[config.mk]
export PLATFORM = sky130hd
export DESIGN_NAME = tlul_reg_host_flat
export DESIGN_NICKNAME = d
export VERILOG_FILES = /design/src/rtl/tlul_reg_host_if.sv /design/src/rtl/tlul_reg_host.sv /design/src/flat_wrapper.sv
export SDC_FILE = /design/constraint.sdc
export NUM_CORES = 1
export LEC_CHECK = 0
export ABC_AREA = 1
export CAP_MARGIN = 30
export CORE_MARGIN = 2
export CORE_UTILIZATION = 30
export DETAILED_ROUTE_END_ITERATION = 8
export PLACE_DENSITY_LB_ADDON = 0.25
export SLEW_MARGIN = 0
export SYNTH_ARGS = -nofsm -noshare
export SYNTH_HDL_FRONTEND = slang
export SYNTH_SLANG_ARGS = --single-unit
export TNS_END_PERCENT = 1
[constraint.sdc]
create_clock -name clk_i -period 1.4 [get_ports clk_i]
set_input_delay 0.28 -clock clk_i [delete_from_list [all_inputs] [get_ports clk_i]]
set_output_delay 0.28 -clock clk_i [all_outputs]
set_load 0.01 [all_outputs]
[src/rtl/tlul_reg_host_if.sv]
// Register-access port and TL-UL bundles of tlul_reg_host, grouped for port connection.
// slave is the adapter's view, master is the initiator/device side.
interface tlul_reg_host_if;
  logic         req_i;
  logic         we_i;
  logic [31:0]  addr_i;
  logic [31:0]  wdata_i;
  logic [3:0]   be_i;
  logic         gnt_o;
  logic         valid_o;
  logic [31:0]  rdata_o;
  logic         err_o;
  logic         timeout_o;
  logic [101:0] tl_o;
  logic [67:0]  tl_i;

  modport slave (
    input  req_i, we_i, addr_i, wdata_i, be_i, tl_i,
    output gnt_o, valid_o, rdata_o, err_o, timeout_o, tl_o
  );

  modport master (
    output req_i, we_i, addr_i, wdata_i, be_i, tl_i,
    input  gnt_o, valid_o, rdata_o, err_o, timeout_o, tl_o
  );
endinterface

[src/rtl/tlul_reg_host.sv]
// Single-outstanding TL-UL host: turns req/gnt register accesses into A-channel
// requests, checks the D-channel response and bounds each access with a watchdog.
module tlul_reg_host #(
  parameter logic [7:0]  SourceId      = 8'h00,
  parameter int unsigned TimeoutCycles = 1024,
  parameter int unsigned TimeoutW      = $clog2(TimeoutCycles + 1)
) (
  input logic            clk_i,
  input logic            rst_ni,
  tlul_reg_host_if.slave bus
);

  typedef enum logic [1:0] {
    IDLE,
    AREQ,
    DRSP
  } state_e;

  localparam logic [2:0] OpGet           = 3'd4;
  localparam logic [2:0] OpPutFullData   = 3'd0;
  localparam logic [2:0] OpPutPartial    = 3'd1;
  localparam logic [2:0] OpAccessAck     = 3'd0;
  localparam logic [2:0] OpAccessAckData = 3'd1;

  state_e state, state_next;

  logic [2:0]          a_opcode;
  logic [1:0]          a_size;
  logic [7:0]          a_source;
  logic [31:0]         a_address;
  logic [3:0]          a_mask;
  logic [31:0]         a_data;
  logic [TimeoutW-1:0] cnt;
  logic                valid_q;
  logic                err_q;
  logic                timeout_q;
  logic [31:0]         rdata_q;

  logic       a_valid;
  logic       d_ready;
  logic       gnt;
  logic       expired;
  logic       finish_rsp;
  logic       finish_to;
  logic       is_read;

  logic       d_valid;
  logic [2:0] d_opcode;
  logic [7:0] d_source;
  logic [31:0] d_data;
  logic       d_error;
  logic       a_ready;
  logic       unused_d_fields;

  assign d_valid  = bus.tl_i[67];
  assign d_opcode = bus.tl_i[66:64];
  assign d_source = bus.tl_i[58:51];
  assign d_data   = bus.tl_i[49:18];
  assign d_error  = bus.tl_i[1];
  assign a_ready  = bus.tl_i[0];
  assign unused_d_fields = ^{bus.tl_i[63:59], bus.tl_i[50], bus.tl_i[17:2]};

  assign is_read = (a_opcode == OpGet);
  assign expired = (cnt >= TimeoutW'(TimeoutCycles - 1));

  always_comb begin
    state_next = state;
    gnt        = 1'b0;
    a_valid    = 1'b0;
    d_ready    = 1'b1;
    finish_rsp = 1'b0;
    finish_to  = 1'b0;
    unique case (state)
      IDLE: begin
        gnt = bus.req_i;
        if (bus.req_i) state_next = AREQ;
      end
      AREQ: begin
        a_valid = 1'b1;
        d_ready = 1'b0;
        // a handshake in the expiry cycle wins over the watchdog
        if (a_ready) begin
          state_next = DRSP;
        end else if (expired) begin
          state_next = IDLE;
          finish_to  = 1'b1;
        end
      end
      DRSP: begin
        if (d_valid) begin
          state_next = IDLE;
          finish_rsp = 1'b1;
        end else if (expired) begin
          state_next = IDLE;
          finish_to  = 1'b1;
        end
      end
      default: state_next = IDLE;
    endcase
  end

  always_ff @(posedge clk_i) begin
    if (!rst_ni) begin
      state     <= IDLE;
      a_opcode  <= '0;
      a_size    <= '0;
      a_source  <= '0;
      a_address <= '0;
      a_mask    <= '0;
      a_data    <= '0;
      cnt       <= '0;
      valid_q   <= 1'b0;
      err_q     <= 1'b0;
      timeout_q <= 1'b0;
      rdata_q   <= '0;
    end else begin
      state     <= state_next;
      valid_q   <= finish_rsp | finish_to;
      err_q     <= 1'b0;
      timeout_q <= 1'b0;

      if (state == IDLE) begin
        cnt <= '0;
        if (bus.req_i) begin
          a_opcode  <= !bus.we_i ? OpGet :
                       (bus.be_i == 4'hF) ? OpPutFullData : OpPutPartial;
          a_size    <= 2'd2;
          a_source  <= SourceId;
          a_address <= {bus.addr_i[31:2], 2'b00};
          a_mask    <= (!bus.we_i && bus.be_i == 4'h0) ? 4'hF : bus.be_i;
          a_data    <= bus.we_i ? bus.wdata_i : '0;
        end
      end else begin
        cnt <= cnt + TimeoutW'(1);
      end

      if (finish_rsp) begin
        err_q <= d_error | (d_source != SourceId) |
                 (d_opcode != (is_read ? OpAccessAckData : OpAccessAck));
        if (is_read) rdata_q <= d_data;
      end else if (finish_to) begin
        err_q     <= 1'b1;
        timeout_q <= 1'b1;
        if (is_read) rdata_q <= '1;
      end
    end
  end

  assign bus.gnt_o     = gnt;
  assign bus.valid_o   = valid_q;
  assign bus.err_o     = err_q;
  assign bus.timeout_o = timeout_q;
  assign bus.rdata_o   = rdata_q;
  assign bus.tl_o      = {a_valid, a_opcode, 3'b000, a_size, a_source,
                          a_address, a_mask, a_data, 16'h0000, d_ready};

endmodule

[src/flat_wrapper.sv]
// flat-port wrapper written by rule: the top's interface ports become plain ports
module tlul_reg_host_flat 
#(
  parameter logic [7:0]  SourceId      = 8'h00,
  parameter int unsigned TimeoutCycles = 1024,
  parameter int unsigned TimeoutW      = $clog2(TimeoutCycles + 1)
)
  (clk_i, rst_ni, bus_req_i, bus_we_i, bus_addr_i, bus_wdata_i, bus_be_i, bus_tl_i, bus_gnt_o, bus_valid_o, bus_rdata_o, bus_err_o, bus_timeout_o, bus_tl_o);
  tlul_reg_host_if bus_i ();
  input logic clk_i;
  input logic rst_ni;
  input wire logic [$bits(bus_i.req_i)-1:0] bus_req_i;
  input wire logic [$bits(bus_i.we_i)-1:0] bus_we_i;
  input wire logic [$bits(bus_i.addr_i)-1:0] bus_addr_i;
  input wire logic [$bits(bus_i.wdata_i)-1:0] bus_wdata_i;
  input wire logic [$bits(bus_i.be_i)-1:0] bus_be_i;
  input wire logic [$bits(bus_i.tl_i)-1:0] bus_tl_i;
  output wire logic [$bits(bus_i.gnt_o)-1:0] bus_gnt_o;
  output wire logic [$bits(bus_i.valid_o)-1:0] bus_valid_o;
  output wire logic [$bits(bus_i.rdata_o)-1:0] bus_rdata_o;
  output wire logic [$bits(bus_i.err_o)-1:0] bus_err_o;
  output wire logic [$bits(bus_i.timeout_o)-1:0] bus_timeout_o;
  output wire logic [$bits(bus_i.tl_o)-1:0] bus_tl_o;
  assign bus_i.req_i = bus_req_i;
  assign bus_i.we_i = bus_we_i;
  assign bus_i.addr_i = bus_addr_i;
  assign bus_i.wdata_i = bus_wdata_i;
  assign bus_i.be_i = bus_be_i;
  assign bus_i.tl_i = bus_tl_i;
  assign bus_gnt_o = bus_i.gnt_o;
  assign bus_valid_o = bus_i.valid_o;
  assign bus_rdata_o = bus_i.rdata_o;
  assign bus_err_o = bus_i.err_o;
  assign bus_timeout_o = bus_i.timeout_o;
  assign bus_tl_o = bus_i.tl_o;
  tlul_reg_host #(.SourceId(SourceId), .TimeoutCycles(TimeoutCycles), .TimeoutW(TimeoutW)) u_core (.clk_i(clk_i), .rst_ni(rst_ni), .bus(bus_i));
endmodule
# Yosys cells after proc, flatten, opt, wreduce, memory -nomap -nowiden
# Cells that the tools add are included.
# word_totals
ff_bits	118
latch_bits	0
ram_bits	0
romBits	0
in_bits	140
out_inout_bits	138
word_cells	60
n_memories	0
# classes
n_addsub	1
mul	0
div_mod_pow	0
order_cmp	1
n_eq_ne	8
shifts	0
n_mux	25
bitwise_logic	4
n_reduce_logical	10
# op_table
operator	count
$mux 32	5
$mux 1	12
$add 11x1->11 const B	1
$ge 11x10->1 const B	1
$mux 2	4
$reduce_bool 8->1	1
$ne 2x2->1 const B	3
$pmux 2 s3	1
$eq 4x4->1 const B	1
$logic_not 4->1	1
$mux 4	1
$reduce_or 2->1	2
$eq 3x3->1 const B	1
$mux 3	1
$ne 3x3->1	1
$or 1x1->1	3
$reduce_and 3->1	1
$eq 2x1->1 const B	1
$eq 2x2->1 const B	1
$logic_not 2->1	1
$pmux 1 s2	1
$reduce_and 2->1	1
$reduce_bool 2->1	1
$logic_and 1x1->1	1
2 further kinds	2

# Longest topological paths before layout
# depth
ltp_word	6
mapped_depth	10
ltp_nobuf	9

# Least setup slack after synthesis
# Ideal clock, no wire load.
# synth_timing
kind	register -> register
startpoint	register u_core.state[0]
endpoint	register u_core.a_data[0]
setup_time_ps	70
arrival_ps	1472
path_slack_ps	-142
stages_incl_launch_ff	8
path_buffers	2
period_less_slack_ps	1542
path_cell_list	dfxtp_1 inv_1 ha_1 nand2_1 clkbuf_1 clkbuf_1 nand2_1 a21oi_1
# synth_via
elab_chain_len	2
# synth_rtl
element	line	source
start, declared	tlul_reg_host.sv:25	state_e state, state_next;
start signal, assigned	tlul_reg_host.sv:117	state <= state_next;
$logic_not 2->1	tlul_reg_host.sv:122	if (state == IDLE) begin
$reduce_and 2->1 (no line)	n/a	
end signal, assigned	tlul_reg_host.sv:131	a_data <= bus.we_i ? bus.wdata_i : '0;
end, declared	tlul_reg_host.sv:32	logic [31:0] a_data;
# Every way passes these cells.
# A chain may end at the register's enable or synchronous reset.

# Worst setup path after layout
# layout_timing
startpoint	register u_core.state[0]
endpoint	output bus_gnt_o
# layout_via
elab_chain_len	2
# layout_rtl
element	line	source
$logic_not 2->1	tlul_reg_host.sv:73	unique case (state)
$mux 1	tlul_reg_host.sv:73	
end, declared	flat_wrapper.sv:18	output wire logic [$bits(bus_i.gnt_o)-1:0] bus_gnt_o;
# Every way passes these cells.

==> out/summary.txt <==
Power density cells -> 1141 nW/µm²
Placed Instance Area -> 7246 µm²
Post-CTS Setup Inserts -> 0
Final period utilization -> 107.5%
Initial Util -> 30.81%
Hpwl dp -> 9743 µm
N_diodes -> 0
Mapped Cells -> 593
Hold_ws -> 336.3 ps
Final hold vios -> 0
Syn_area_per_cell -> 7.927 µm²
Clock Latency Late Sink -> 410 ps
Overall global routing resource usage -> 16.40%
Final setup violation count -> 71
Critical Path AT -> 1230 ps
Num Clock Sinks -> 117
Grt total ovfl -> 0
WHS Path Cells -> 4
Layout cells sized above 1 -> 14.81%
Worst Setup End Kind -> output port
Fmax -> 664.3 MHz
CP required -> 1120 ps
Max Cap Viol -> 0
Core Area -> 15260 µm²
CTS tree -> yes
Via count -> 4619
Cell taking the most area after synthesis -> dfxtp_1
Pre-CTS setup slack -> -448.9 ps
Clock root cell -> clkbuf_16
IO Port Bufs -> 222
Max clock buf depth -> 2
Min Tclk post-route -> 1505 ps
Area grow syn2layout -> 69.47%
Cts bufs inserted -> 17
Global-route wire length before repair -> 21330 µm
Post-synth top area share -> 49.83%
Largest net degree at the start of global routing -> 59
Std-Cell Rows -> 45
Initial antenna violation count -> 0
Util after Layout -> 52.21%
Setup WS post-layout -> -105.2 ps
Post-synthesis cell area -> 4701 µm²
GP Congestion -> 0.7519
Layout Nets -> 986
Max Clock Skew -> 8.204 ps
Hold Crit Class -> input port to flop
Post-route ant nets -> 0
Hold_buf cts -> 0
Flops & latches, synth -> 117
DRT Wirelength -> 14350 µm
DRC -> 0
Failing checks -> setup timing
Clock slew at reported path FFs -> 50 ps
Die area -> 16690 µm²
Leak -> 3.494 nW
Seq/Total Area, Yosys -> 49.83%
CP Max Fanout -> 3
Largest cells by area after synthesis -> dfxtp_1 50%, a21oi_1 8.1%, nand2_1 6.9%
Fillers -> 1487
Final instance area -> 7966 µm²
Final Max Tran Viols -> 0
DR pass1 iterations -> 4
YS warnings -> 0
# IOs -> 278
Status -> finished with violations
R2R cell count -> 9
WL/cell -> 13.51 µm
Die X -> 129.2 µm
Initial DRC Count -> 185
Unique masters post-synth -> 31
Die height -> 129.2 µm
Vias per inst -> 4.349
CP Class -> flop to output port
RSZ-0062 raised after global routing -> true
H-Tree Level Count -> 4
Vias in the first global route -> 4223
Worst vdd ir -> 858.0 µV
Startpoint type of the worst setup path -> flop
==> flip-flops by register name, summed over array words and instances, names as in the netlist <==
| name | count |
|---|---|
| u_core.bus.timeout_o | 1 |
| u_core.state | 2 |
| u_core.bus.err_o | 1 |
| u_core.a_data | 32 |
| u_core.bus.valid_o | 1 |
| u_core.bus.rdata_o | 32 |
| u_core.a_address | 30 |
| u_core.a_opcode | 2 |
| u_core.a_size | 1 |
| u_core.a_mask | 4 |
| u_core.cnt | 11 |
==> where the power goes <==
part / switching [W] / total [W] / internal, W
clock network: 0.00144 / 0.00416 / 0.00272
logic: 0.000670 / 0.00136 / 0.000694
registers: 0.0000751 / 0.00357 / 0.00349
total: 0.00218 / 0.00909 / 0.00691
==> final cells by class <==
cell class	count	area, µm²	share of cell area (%)
repair buffers	263	2464	30.93
clock buffers	24	481.7	6.047
clock inverters	5	75.07	0.9424
inverters	57	224.0	2.811
multi-input cells	385	2106	26.43
flip-flops and latches	117	2352	29.53
well taps	211	264.0	3.314
==> cells in the mapped netlist <==
master and number:
nor2_4 1, nand2_1 86, o21ai_0 40, nand3_2 2
buf_4 33, nand3_1 3, and3_1 1, buf_1 4
ha_1 5, nand3_4 1, conb_1 1, a21oi_1 76
xor2_1 1, nor4_1 1, nor3_1 5, buf_2 1
inv_1 57, a211oi_1 1, xnor2_1 1, nand4_1 2
nor2_1 80, o31ai_1 32, nand2_4 2, buf_6 3
dfxtp_1 117, o21a_1 2, nor2_2 2, clkbuf_1 26
nand2_2 3, a21boi_0 2, a31oi_1 2
==> logic make-up after synthesis <==
kind of cell | after synthesis | share of synthesized area (%)
other | 1 | 0.07977
XOR/XNOR | 2 | 0.3727
adder cells (fa/ha/maj) | 5 | 1.331
AND/OR/NAND/NOR | 189 | 16.82
buffers and inverters | 124 | 13.04
AO/OA/AOI/OAI | 155 | 18.53
flip-flops | 117 | 49.83
==> placed cells by master, fill, tap and decap left out, types with 4 or more instances in the layout <==
cell / count
nand2_1: 82
o31ai_1: 24
buf_4: 33
clkbuf_16: 17
dfxtp_1: 113
inv_1: 53
nand2_4: 4
nand2_8: 4
nor2_1: 79
conb_1: 31
dlygate4sd2_1: 103
clkbuf_1: 4
buf_6: 6
o31ai_2: 8
a21oi_2: 14
a21oi_1: 62
clkdlybuf4s50_1: 114
o21ai_0: 37
nand2_2: 4
==> through the flow <==
stage / TNS (ps) / std cells / total power (W)
finish: -2138 / 1062 / 0.009089
global route: -10090 / 1062 / 0.009499
CTS: -3253 / 1059 / 0.009162
detailed placement: -30800 / 1030 / 0.005034
global placement: -28480 / 1030 / 0.005032
floorplan: -757.3 / 623 / 0.004250
==> final timing paths <==
path,end,startpoint,slack (ps)
setup / recovery,bus_gnt_o,u_core.state[0],-110
hold / removal,u_core.a_address[2],rst_ni,340
setup reg to reg,u_core.bus.rdata_o[30],u_core.cnt[0],-60
hold reg to reg,u_core.bus.rdata_o[8],u_core.bus.rdata_o[8],440
==> layer usage <==
metal | global-route usage (%) | vias up | routed length [µm]
met1 | 19.57 | 2070 | 6296
met4 | 5.946 | 0 | 242
met2 | 26.72 | 163 | 6644
met5 | 0 | - | 0
li1 | - | 2366 | -
met3 | 6.565 | 20 | 1167
==> worst max-delay path: stages (launching register included) <==
cell	delay (ps)
dfxtp_4	380
inv_6	50
ha_4	170
nand2_4	70
inv_4	40
buf_6	110
==> what timing repair did <==
action,in CTS,in global routing
endpoints found under the setup margin,212,110
cloned,0,3
pin swaps,1,10
gates resized for setup,138,51
Power figures use the tool's default switching activity.
